**src/rtl/image_blend_stream.sv**
```systemverilog
// image_blend_stream: three-stage streaming two-image alpha blend over valid/ready.
// Optional macro BLEND_SAT_EN: clamp the blended sum at 8'hFF instead of wrapping mod 256.

module multiplier3 #(
    parameter int DROP_COLS = 3
) (
    input  logic [7:0]  a_i,
    input  logic [7:0]  b_i,
    output logic [15:0] y_o
);
    // Truncated array multiplier: partial-product bits in columns below DROP_COLS are never summed.
    logic [7:0] row;

    always_comb begin
        // NOTE: every always_comb output gets a default first, so no path can infer a latch.
        y_o = '0;
        row = '0;
        for (int j = 0; j < 8; j++) begin
            for (int i = 0; i < 8; i++) begin
                row[i] = (i + j >= DROP_COLS) ? (a_i[i] & b_i[j]) : 1'b0;
            end
            y_o = y_o + ({8'h00, row} << j);
        end
    end
endmodule

module image_blend_stream #(
    parameter int PIXELS = 90000,
    parameter int EXACT  = 0
) (
    input  logic       clk,
    input  logic       rst_n,
    input  logic [7:0] w_a,
    input  logic [7:0] w_b,
    input  logic       in_valid,
    output logic       in_ready,
    input  logic [7:0] pix_a,
    input  logic [7:0] pix_b,
    output logic       out_valid,
    input  logic       out_ready,
    output logic [7:0] out_pix,
    output logic       out_last,
    output logic [7:0] frame_cnt
);
    localparam logic [16:0] LAST_IDX = 17'(PIXELS - 1);

    typedef struct packed {
        logic       valid;
        logic       last;
        logic [7:0] pix_a;
        logic [7:0] pix_b;
        logic [7:0] w_a;
        logic [7:0] w_b;
    } s1_t;

    typedef struct packed {
        logic       valid;
        logic       last;
        logic [7:0] p_a;
        logic [7:0] p_b;
    } s2_t;

    typedef struct packed {
        logic       valid;
        logic       last;
        logic [7:0] pix;
    } s3_t;

    s1_t         s1_q, s1_d;
    s2_t         s2_q, s2_d;
    s3_t         s3_q, s3_d;
    logic [16:0] acc_cnt_q, acc_cnt_d;
    logic [7:0]  wa_lat_q, wa_lat_d;
    logic [7:0]  wb_lat_q, wb_lat_d;
    logic [7:0]  frame_cnt_q, frame_cnt_d;

    logic        en;
    logic        accept;
    logic        first_px;
    logic        last_px;
    logic [7:0]  w_a_sel;
    logic [7:0]  w_b_sel;
    logic [15:0] prod_a;
    logic [15:0] prod_b;
    logic [7:0]  blend;
    logic        unused_prod_lo;

    assign en       = !s3_q.valid || out_ready;
    assign accept   = in_valid && en;
    assign first_px = (acc_cnt_q == '0);
    assign last_px  = (acc_cnt_q == LAST_IDX);
    // Pixel 0 of a frame uses the live weights; they travel with the pixel so a frame edge in flight is exact.
    assign w_a_sel  = first_px ? w_a : wa_lat_q;
    assign w_b_sel  = first_px ? w_b : wb_lat_q;

    if (EXACT != 0) begin : g_exact
        assign prod_a = {8'h00, s1_q.pix_a} * {8'h00, s1_q.w_a};
        assign prod_b = {8'h00, s1_q.pix_b} * {8'h00, s1_q.w_b};
    end else begin : g_approx
        multiplier3 u_mul_a (.a_i(s1_q.pix_a), .b_i(s1_q.w_a), .y_o(prod_a));
        multiplier3 u_mul_b (.a_i(s1_q.pix_b), .b_i(s1_q.w_b), .y_o(prod_b));
    end

    assign unused_prod_lo = ^{prod_a[7:0], prod_b[7:0]};

`ifdef BLEND_SAT_EN
    logic [8:0] sum;
    assign sum   = {1'b0, s2_q.p_a} + {1'b0, s2_q.p_b};
    assign blend = sum[8] ? 8'hFF : sum[7:0];
`else
    assign blend = s2_q.p_a + s2_q.p_b;
`endif

    always_comb begin
        s1_d        = s1_q;
        s2_d        = s2_q;
        s3_d        = s3_q;
        acc_cnt_d   = acc_cnt_q;
        wa_lat_d    = wa_lat_q;
        wb_lat_d    = wb_lat_q;
        frame_cnt_d = frame_cnt_q;

        if (accept) begin
            acc_cnt_d = last_px ? '0 : acc_cnt_q + 17'd1;
            if (first_px) begin
                wa_lat_d = w_a;
                wb_lat_d = w_b;
            end
        end

        // One global enable: a stall freezes every stage, valids and data alike.
        if (en) begin
            s1_d = '{valid: in_valid, last: last_px, pix_a: pix_a, pix_b: pix_b,
                     w_a: w_a_sel, w_b: w_b_sel};
            s2_d = '{valid: s1_q.valid, last: s1_q.last,
                     p_a: prod_a[15:8], p_b: prod_b[15:8]};
            s3_d = '{valid: s2_q.valid, last: s2_q.last, pix: blend};
        end

        if (s3_q.valid && out_ready && s3_q.last) begin
            frame_cnt_d = frame_cnt_q + 8'd1;
        end
    end

    // NOTE: state registers use non-blocking assignments and reset asynchronously; data is
    // reset too because out_pix must read 0 while in reset.
    always_ff @(posedge clk or negedge rst_n) begin
        if (!rst_n) begin
            s1_q        <= '0;
            s2_q        <= '0;
            s3_q        <= '0;
            acc_cnt_q   <= '0;
            wa_lat_q    <= '0;
            wb_lat_q    <= '0;
            frame_cnt_q <= '0;
        end else begin
            s1_q        <= s1_d;
            s2_q        <= s2_d;
            s3_q        <= s3_d;
            acc_cnt_q   <= acc_cnt_d;
            wa_lat_q    <= wa_lat_d;
            wb_lat_q    <= wb_lat_d;
            frame_cnt_q <= frame_cnt_d;
        end
    end

    assign in_ready  = en;
    assign out_valid = s3_q.valid;
    assign out_pix   = s3_q.pix;
    assign out_last  = s3_q.last;
    assign frame_cnt = frame_cnt_q;
endmodule
```
**config.mk**
```make
export PLATFORM = sky130hd
export DESIGN_NAME = image_blend_stream
export DESIGN_NICKNAME = d
export VERILOG_FILES = /design/src/rtl/image_blend_stream.sv
export SDC_FILE = /design/constraint.sdc
export NUM_CORES = 1
export LEC_CHECK = 0
export ABC_AREA = 1
export CAP_MARGIN = 20
export CORE_ASPECT_RATIO = 1.75
export CORE_MARGIN = 5
export CORE_UTILIZATION = 35
export CTS_CLUSTER_SIZE = 30
export DETAILED_ROUTE_END_ITERATION = 8
export PLACE_DENSITY_LB_ADDON = 0.08
export SYNTH_ARGS = -nofsm -noshare
export SYNTH_HDL_FRONTEND = slang
export SYNTH_SLANG_ARGS = --single-unit
```
**constraint.sdc**
```tcl
create_clock -name clk -period 5.47 [get_ports clk]
set_clock_uncertainty 0.2 [all_clocks]
set_input_delay 1.094 -clock clk [delete_from_list [all_inputs] [get_ports clk]]
set_output_delay 1.094 -clock clk [all_outputs]
set_load 0.05 [all_outputs]
```
* Word level (Yosys, flattened, before mapping)
Index checks and enable logic that the tools add are counted.
** Word-level totals
- Memory bits (writable) :: 0
- Memories :: 0
- Register bits :: 103
- Memory bits (read-only) :: 0
- Output and inout port bits :: 19
- Bits in latches :: 0
- Input bits :: 36
** Operators by class
- Add/sub/neg operators :: 17
- Divide/modulo/power cells :: 0
- Bitwise gates (word level) :: 116
- Shift operators :: 0
- Eq/ne operators :: 1
- Reduce and logical (&&, ||, !) cells :: 6
- Muxes and demuxes :: 3
- $lt $le $gt $ge :: 0
- Multiply operators :: 0
** Operators by type and width (count)
- bitwise AND 1 bit :: 116
- adder 16 x 10 -> 16 bit :: 2
- adder 16 x 11 -> 16 bit :: 2
- adder 16 x 12 -> 16 bit :: 2
- adder 16 x 13 -> 16 bit :: 2
- adder 16 x 14 -> 16 bit :: 2
- adder 16 x 15 -> 16 bit :: 2
- adder 8 x 9 -> 10 bit :: 2
- adder 17 x 1 -> 17 bit (second input constant) :: 1
- equality test 17 bit (second input constant) :: 1
- zero test 17 bit :: 1
- two-way mux 17 bit :: 1
- two-way mux 8 bit :: 2
- adder 8 x 1 -> 8 bit (second input constant) :: 1
- adder 8 bit :: 1
- logical AND 1 bit :: 3
- zero test 1 bit :: 1
- logical OR 1 bit :: 1

* Logic depth before layout (Yosys ltp)
Gate-level depths: netlist of the first run.
- Word-level depth :: 8
- Mapped depth :: 28

* Modules after synthesis
A second synthesis of the first run with hierarchy kept.
** Unflattened totals
- Cells, all modules :: 1275
- Area total of the unflattened synthesis :: 9163.8 um^2
** Modules (own cells, without submodules)
- image_blend_stream :: cells an instance 623, area each 5023.6 um^2, seq. area each 2577.5 um^2, instances 1
- multiplier3 (g_approx.u_mul_a) :: cells an instance 326, area each 2070.7 um^2, seq. area each 0.0 um^2, instances 1
- multiplier3 (g_approx.u_mul_b) :: cells an instance 326, area each 2069.5 um^2, seq. area each 0.0 um^2, instances 1

* Worst setup path after synthesis of the first run
Ideal clock, no wire load.
- Path kind :: register to register
- Start point :: reg s1_q[19] in the netlist's numbering
- End point :: reg s2_q[7] in the netlist's numbering
- Data arrival time :: 4991 ps
- Library setup time :: 117 ps
- Period minus slack after synthesis :: 5309 ps
- Required time :: 5153 ps
- Stages on the path, launching flop included :: 28
- Slack :: 161 ps
- Cells stage by stage :: dfrtp_1 > clkbuf_1 > nand2_1 > inv_1 > ha_1 > fa_1 > nand3_1 > nand3_1 > xnor2_1 > inv_1 > fa_1 > inv_1 > fa_1 > inv_1 > fa_1 > inv_1 > fa_1 > nor3_1 > nand2_1 > fa_1 > inv_1 > nand3_1 > nand2_1 > nand4_1 > nand2_1 > nand2_1 > nand3_1 > nand2_1
** Between the ends
- Word-level cells in the longest chain between the ends :: 8
- Elaborated cells on any way between the ends :: 15
- Classes of those cells :: add/sub: 7; bitwise: 8
** RTL lines
- from (decl) :: line 69 : s1_t s1_q, s1_d;
- from (signal assigned) :: line 149 : s1_q <= '0;
- from (signal assigned) :: line 157 : s1_q <= s1_d;
- bitwise AND 1 bit :: line 20 : row[i] = (i + j >= DROP_COLS) ? (a_i[i] & b_i[j]) : 1'b0;
- adder 8 x 9 -> 10 bit :: line 22 : y_o = y_o + ({8'h00, row} << j);
- adder 16 x 10 -> 16 bit :: line 22
- adder 16 x 11 -> 16 bit :: line 22
- adder 16 x 12 -> 16 bit :: line 22
- adder 16 x 13 -> 16 bit :: line 22
- adder 16 x 14 -> 16 bit :: line 22
- adder 16 x 15 -> 16 bit * :: line 22
- to (signal assigned) :: line 150 : s2_q <= '0;
- to (signal assigned) :: line 158 : s2_q <= s2_d;
- to (decl) :: line 70 : s2_t s2_q, s2_d;
Mark *: on every way between the ends. The rest lies on a longest branch, timed or not.
A chain may end at the register's enable or synchronous reset.

* Final worst setup path of the first run
- Start point :: reg s1_q[1] in the netlist's numbering
- End point :: reg s2_q[6] in the netlist's numbering
** Between the ends
- Word-level cells in the longest chain between the ends :: 8
- Elaborated cells on any way between the ends :: 13
- Classes of those cells :: add/sub: 7; bitwise: 6
** RTL lines (line)
- bitwise AND 1 bit :: 20
- adder 8 x 9 -> 10 bit * :: 22
- adder 16 x 10 -> 16 bit * :: 22
- adder 16 x 11 -> 16 bit * :: 22
- adder 16 x 12 -> 16 bit * :: 22
- adder 16 x 13 -> 16 bit * :: 22
- adder 16 x 14 -> 16 bit * :: 22
- adder 16 x 15 -> 16 bit * :: 22
Marked as above.

==> results.py, run 1 <==
metrics = {
    "worst_setup_path": {
        "cp-start-kind": "register",
        "critical_path_arrival_ns": 5.21,
        "cp-end-kind": "register",
        "critPathKind": "register to register",
        "required_ns": 5.53,
        "crit_fanout": 6,
    },
    "synthesis": {
        "synthCells": 1097,
        "synthXorXnorAreaFrac": 0.0311,
        "synth_area_per_cell_um2": 7.97,
        "synth_nets": 1260,
        "ys_ff_latch": 103,
        "synthAdderAreaFrac": 0.238,
        "ys_warn_count": 0,
        "syn-cell-area_mm2": 0.00874,
        "synthSimpleGateAreaFrac": 0.259,
        "synth_seq_area_share": 0.295,
        "ys_types": 44,
        "postSynth.asyncResetShare": 1.00,
        "synth_top_family_by_area": "simple AND/OR/NAND/NOR gates",
        "synth_edf_count": 0,
        "synth_ff_type": "dfrtp_1",
        "synth_compound_area_frac": 0.0620,
        "synthMuxAreaShare": 0.00129,
    },
    "finish": {
        "syn_to_final_growth_pct": 16.1,
        "layout_common_cells": "nand2_1, inv_1, dfrtp_1",
        "drive_gt1_frac": 0.113,
        "diodes": 0,
        "finalNonFillerCells": 1466,
        "fin_util": 0.412,
        "postLayoutCellArea_mm2": 0.0101,
        "layout_commonest_cell": "nand2_1",
        "nNetsFinal": 1312,
        "fillers": 2570,
    },
    "timing": {
        "max_clock_freq_mhz": 194,
        "whs_ns": 0.268,
        "fin_crit_sh": 0.942,
        "worst_pin_slew_ns": 0.850,
        "setup_violations": 0,
        "period_needed_ns": 5.15,
        "rsz0062_at_grt": "yes",
        "finalHoldViolations": 0,
        "slew_headroom": 0.433,
        "slew_viol_final": 0,
    },
    "clock_network": {
        "postCtsHoldBufs": 0,
        "cts_tree": "done",
        "cts_root_buf": "clkbuf_16",
        "clkLatencyLatePin_ns": 0.37,
        "htreeDepth": 3,
        "clockBufferDepth": 2,
        "cts.sinks": 103,
        "cts_buffers": 9,
        "path_clk_slew_ns": 0.08,
    },
    "placement": {
        "portBuffers": 54,
        "place_area_mm2": 0.00964,
        "routabilityCongestion": 0.887,
        "dp_hpwl_um": 16800,
        "place_inst": 1443,
    },
    "die": {
        "die_h_um": 219,
        "rows": 76,
        "fp.dieArea_mm2": 0.0284,
        "io_pins": 55,
        "fp.coreArea_mm2": 0.0246,
        "die_w_um": 129,
        "start_util": 0.355,
    },
    "drt": {
        "drtPass1Iterations": 4,
        "drt-total-wl_um": 21500,
        "via_per_inst": 4.73,
        "drc": 0,
        "drt_iter0_drc": 239,
        "wl_per_cell_um": 14.7,
        "vias": 6935,
        "antenna_left": 0,
    },
    "outcome": {
        "status": "finished clean",
    },
    "grt": {
        "grt_pass1_vias": 7290,
        "grt_max_degree": 63,
        "grt_use_total": 0.163,
        "grt-ovfl-total": 0,
        "antenna_found_initial": 0,
        "grt_pass1_wl_um": 36400,
    },
    "min_path": {
        "holdCritPathClass": "register to register",
    },
    "run": {
        "drv_cap": 0,
    },
}
path summary, 6_finish.rpt:
check                      cells after the start           end    startpoint  slack, ns
setup / recovery                              26       s2_q[6]       s1_q[1]       0.32
hold / removal                                 1  frame_cnt[7]  frame_cnt[7]       0.27
setup reg to reg                              26       s2_q[6]       s1_q[1]       0.32
hold reg to reg                                1  frame_cnt[7]  frame_cnt[7]       0.27
max in group asynchronous                      2       s1_q[8]         rst_n       3.70
min in group asynchronous                      1  acc_cnt_q[7]         rst_n       0.33
flip-flops by register name, summed over array words and instances (netlist names):
register,flops
out_valid,1
frame_cnt,8
wb_lat_q,8
s1_q,34
out_pix,8
wa_lat_q,8
s2_q,18
out_last,1
acc_cnt_q,17
critical path, stage by stage (launching register included):
cell	delay [ns]
dfrtp_1	0.41
nand2_1	0.09
inv_2	0.05
ha_4	0.16
fa_2	0.37
nand3_2	0.09
nand3_2	0.09
a21oi_1	0.15
nor2_1	0.08
fa_1	0.53
inv_1	0.05
fa_1	0.53
inv_1	0.06
fa_1	0.53
inv_1	0.05
fa_1	0.53
inv_1	0.04
ha_2	0.38
nand2_1	0.08
inv_1	0.05
nand3_1	0.08
nand2_2	0.09
nand2_1	0.07
nand2_1	0.06
nand2_1	0.05
nand3_1	0.10
nand2_1	0.06
what timing repair did:
item,CTS,global route
endpoints found under the setup margin,2,15
pin swaps,0,30
resized for setup,2,38
buffers inserted,2,5
cell type report:
| cell class | instances | area [µm²] | share of cell area |
|---|---|---|---|
| Clock buffer | 10 | 239 | 0.0236 |
| Clock inverter | 6 | 75.1 | 0.00740 |
| Inverter | 209 | 785 | 0.0773 |
| Multi-Input combinational cell | 741 | 5310 | 0.523 |
| Sequential cell | 103 | 2580 | 0.254 |
| Tap cell | 312 | 390 | 0.0385 |
| Timing Repair Buffer | 85 | 771 | 0.0760 |
cell usage after synthesis, types with 3 or more instances:
cell type / instances / area (µm²)
a21oi_1: 21 / 105
a31oi_1: 38 / 238
buf_2: 12 / 60.1
clkbuf_1: 29 / 109
dfrtp_1: 103 / 2580
fa_1: 65 / 1300
ha_1: 62 / 776
inv_1: 196 / 736
inv_2: 13 / 48.8
nand2_1: 306 / 1150
nand2_4: 3 / 33.8
nand3_1: 57 / 285
nand3_4: 10 / 175
nand4_1: 14 / 87.6
nand4_4: 3 / 63.8
nor2_1: 63 / 236
nor2_2: 6 / 37.5
nor3_1: 13 / 65.1
o21ai_0: 13 / 65.1
o21ai_1: 13 / 65.1
xnor2_1: 8 / 70.1
xor2_1: 23 / 201
per-layer routing:
metal,vias up,share of wire,global-route usage
li1,3506,-,-
met1,3335,0.38,0.175
met2,65,0.57,0.315
met3,29,0.022,0.0270
met4,0,0.031,0.0583
met5,-,0,0
per-stage QoR:
stage	setup slack (ns)	TNS, ns
final	0.316	0
after global routing	-0.0285	-0.0676
after CTS	0.0311	0
after detailed placement	-0.00999	-0.0188
after global placement	0.0576	0
after floorplan	0.161	0
cells by family (layout without fill, tap and decap cells):
logic type | after synthesis | count (layout)
simple gates | 488 | 488
buf+inv | 253 | 310
fa+ha+maj | 127 | 127
flops | 103 | 103
compound gates | 94 | 94
xor+xnor | 31 | 31
mux | 1 | 1
Power of run 1 is not shown: default switching activity piles up to over one toggle a cycle in this logic, so the estimate is an artifact.
==> run 2, diff against run 1 <==
--- a/constraint.sdc
+++ b/constraint.sdc
@@ -4,2 +4,2 @@
 set_output_delay 1.094 -clock clk [all_outputs]
-set_load 0.05 [all_outputs]
+set_load 0.005 [all_outputs]
==> results.py, run 2 (synthesis results as in run 1) <==
metrics = {
    "outcome": {
        "status": "finished clean",
    },
    "die": {
        "fp.coreArea_mm2": 0.0246,
        "rows": 76,
        "start_util": 0.355,
        "fp.dieArea_mm2": 0.0284,
        "die_w_um": 129,
        "die_h_um": 219,
        "io_pins": 55,
    },
    "drt": {
        "via_per_inst": 4.73,
        "drtPass1Iterations": 5,
        "wl_per_cell_um": 14.6,
        "drc": 0,
        "vias": 6913,
        "drt-total-wl_um": 21300,
        "antenna_left": 0,
        "drt_iter0_drc": 287,
    },
    "worst_setup_path": {
        "reg2reg_depth": 26,
        "crit-reg2reg-launch": "s1_q[19]",
        "r2r-end": "s2_q[7]",
        "cpMostUsedCell": "nand2_1",
        "critPathSlowestCell": "fa_1",
        "cp-end-kind": "register",
        "crit_fanout": 3,
        "critical_path_arrival_ns": 5.30,
        "required_ns": 5.53,
        "rrSetupSlack_ns": 0.23,
        "critPathKind": "register to register",
        "cp-start-kind": "register",
        "cpPeakStageDelay_ns": 0.55,
    },
    "clock_network": {
        "htreeDepth": 3,
        "path_clk_slew_ns": 0.08,
        "clkLatencyLatePin_ns": 0.37,
        "cts_tree": "done",
        "cts_buffers": 9,
        "clockBufferDepth": 2,
        "cts.sinks": 103,
        "postCtsHoldBufs": 0,
        "cts_root_buf": "clkbuf_16",
    },
    "timing": {
        "slew_headroom": 0.414,
        "max_clock_freq_mhz": 191,
        "rsz0062_at_grt": "yes",
        "finalHoldViolations": 0,
        "setup_violations": 0,
        "slew_viol_final": 0,
        "period_needed_ns": 5.24,
        "fin_crit_sh": 0.958,
        "worst_pin_slew_ns": 0.880,
    },
    "placement": {
        "dp_hpwl_um": 16900,
        "routabilityCongestion": 0.856,
        "place_inst": 1442,
        "portBuffers": 54,
        "place_area_mm2": 0.00963,
    },
    "min_path": {
        "hold_end": "frame_cnt[7]",
        "whs_path_depth": 1,
        "hold_start": "frame_cnt[7]",
        "holdCritPathClass": "register to register",
    },
    "grt": {
        "antenna_found_initial": 0,
        "grt_max_degree": 53,
        "grt-ovfl-total": 0,
        "grt_use_total": 0.163,
        "grt_pass1_vias": 7307,
        "grt_pass1_wl_um": 36100,
    },
    "finish": {
        "drive_gt1_frac": 0.109,
        "fillers": 2554,
        "fin_util": 0.411,
        "reg_top3": "s1_q: 34 flops, s2_q: 18 flops, acc_cnt_q: 17 flops",
        "diodes": 0,
        "nNetsFinal": 1308,
        "finalNonFillerCells": 1462,
        "postLayoutCellArea_mm2": 0.0101,
        "largest_reg_flops": 34,
        "syn_to_final_growth_pct": 15.9,
        "layout_common_cells": "nand2_1, inv_1, dfrtp_1",
        "regMostFlops": "s1_q",
        "layout_commonest_cell": "nand2_1",
    },
    "run": {
        "drv_cap": 0,
    },
}
-- run 2: metrics by stage --
stage          setup slack [ns]  hold WS [ns]  TNS [ns]
5_1_grt                 -0.0643         0.304    -0.123
3_5_place_dp           -0.00193         0.260  -0.00193
6_report                  0.230         0.268         0
4_1_cts                  0.0401         0.276         0
3_3_place_gp             0.0390         0.261         0
2_1_floorplan             0.161         0.220         0
-- run 2: critical path: cells and delay by family, from the launching register on --
family | cells | cell delay (ns)
adder cells (fa/ha/maj) | 7 | 2.94
AND/OR/NAND/NOR | 12 | 1.08
flip-flops | 1 | 0.40
buffers and inverters | 6 | 0.32
XOR/XNOR | 1 | 0.17
-- run 2: routing by layer --
| metal | wire length, µm | GRT usage |
|---|---|---|
| met1 | 8140 | 0.175 |
| met2 | 12100 | 0.317 |
| met3 | 506 | 0.0224 |
| met4 | 529 | 0.0579 |
| met5 | 0 | 0 |
-- run 2: worst max path at each step --
| stage | start | endpoint | slack, ns | cells after the start |
|---|---|---|---|---|
| 2_1_floorplan | s1_q[19] | s2_q[7] | 0.16 | 27 |
| 3_3_place_gp | s1_q[0] | s2_q[7] | 0.04 | 26 |
| 3_5_place_dp | s1_q[1] | s2_q[7] | -0.002 | 26 |
| 4_1_cts | s1_q[8] | s2_q[15] | 0.04 | 24 |
| 5_1_grt | s1_q[19] | s2_q[7] | -0.06 | 26 |
| 6_report | s1_q[19] | s2_q[7] | 0.23 | 26 |
-- run 2: area by class of cell --
| cell class | count | area (µm²) | share of cell area |
|---|---|---|---|
| inverters | 209 | 785 | 0.0774 |
| flip-flops and latches | 103 | 2580 | 0.254 |
| clock buffers | 9 | 225 | 0.0222 |
| well taps | 312 | 390 | 0.0385 |
| multi-input cells | 741 | 5310 | 0.524 |
| repair buffers | 81 | 741 | 0.0731 |
| clock inverters | 7 | 103 | 0.0101 |
-- run 2: timing repair --
action	4_1_cts	5_1_grt
setup endpoints to repair	1	13
pin swaps	0	25
resized for setup	1	36
setup buffers	0	4
Power of run 2 is left out for the same reason.
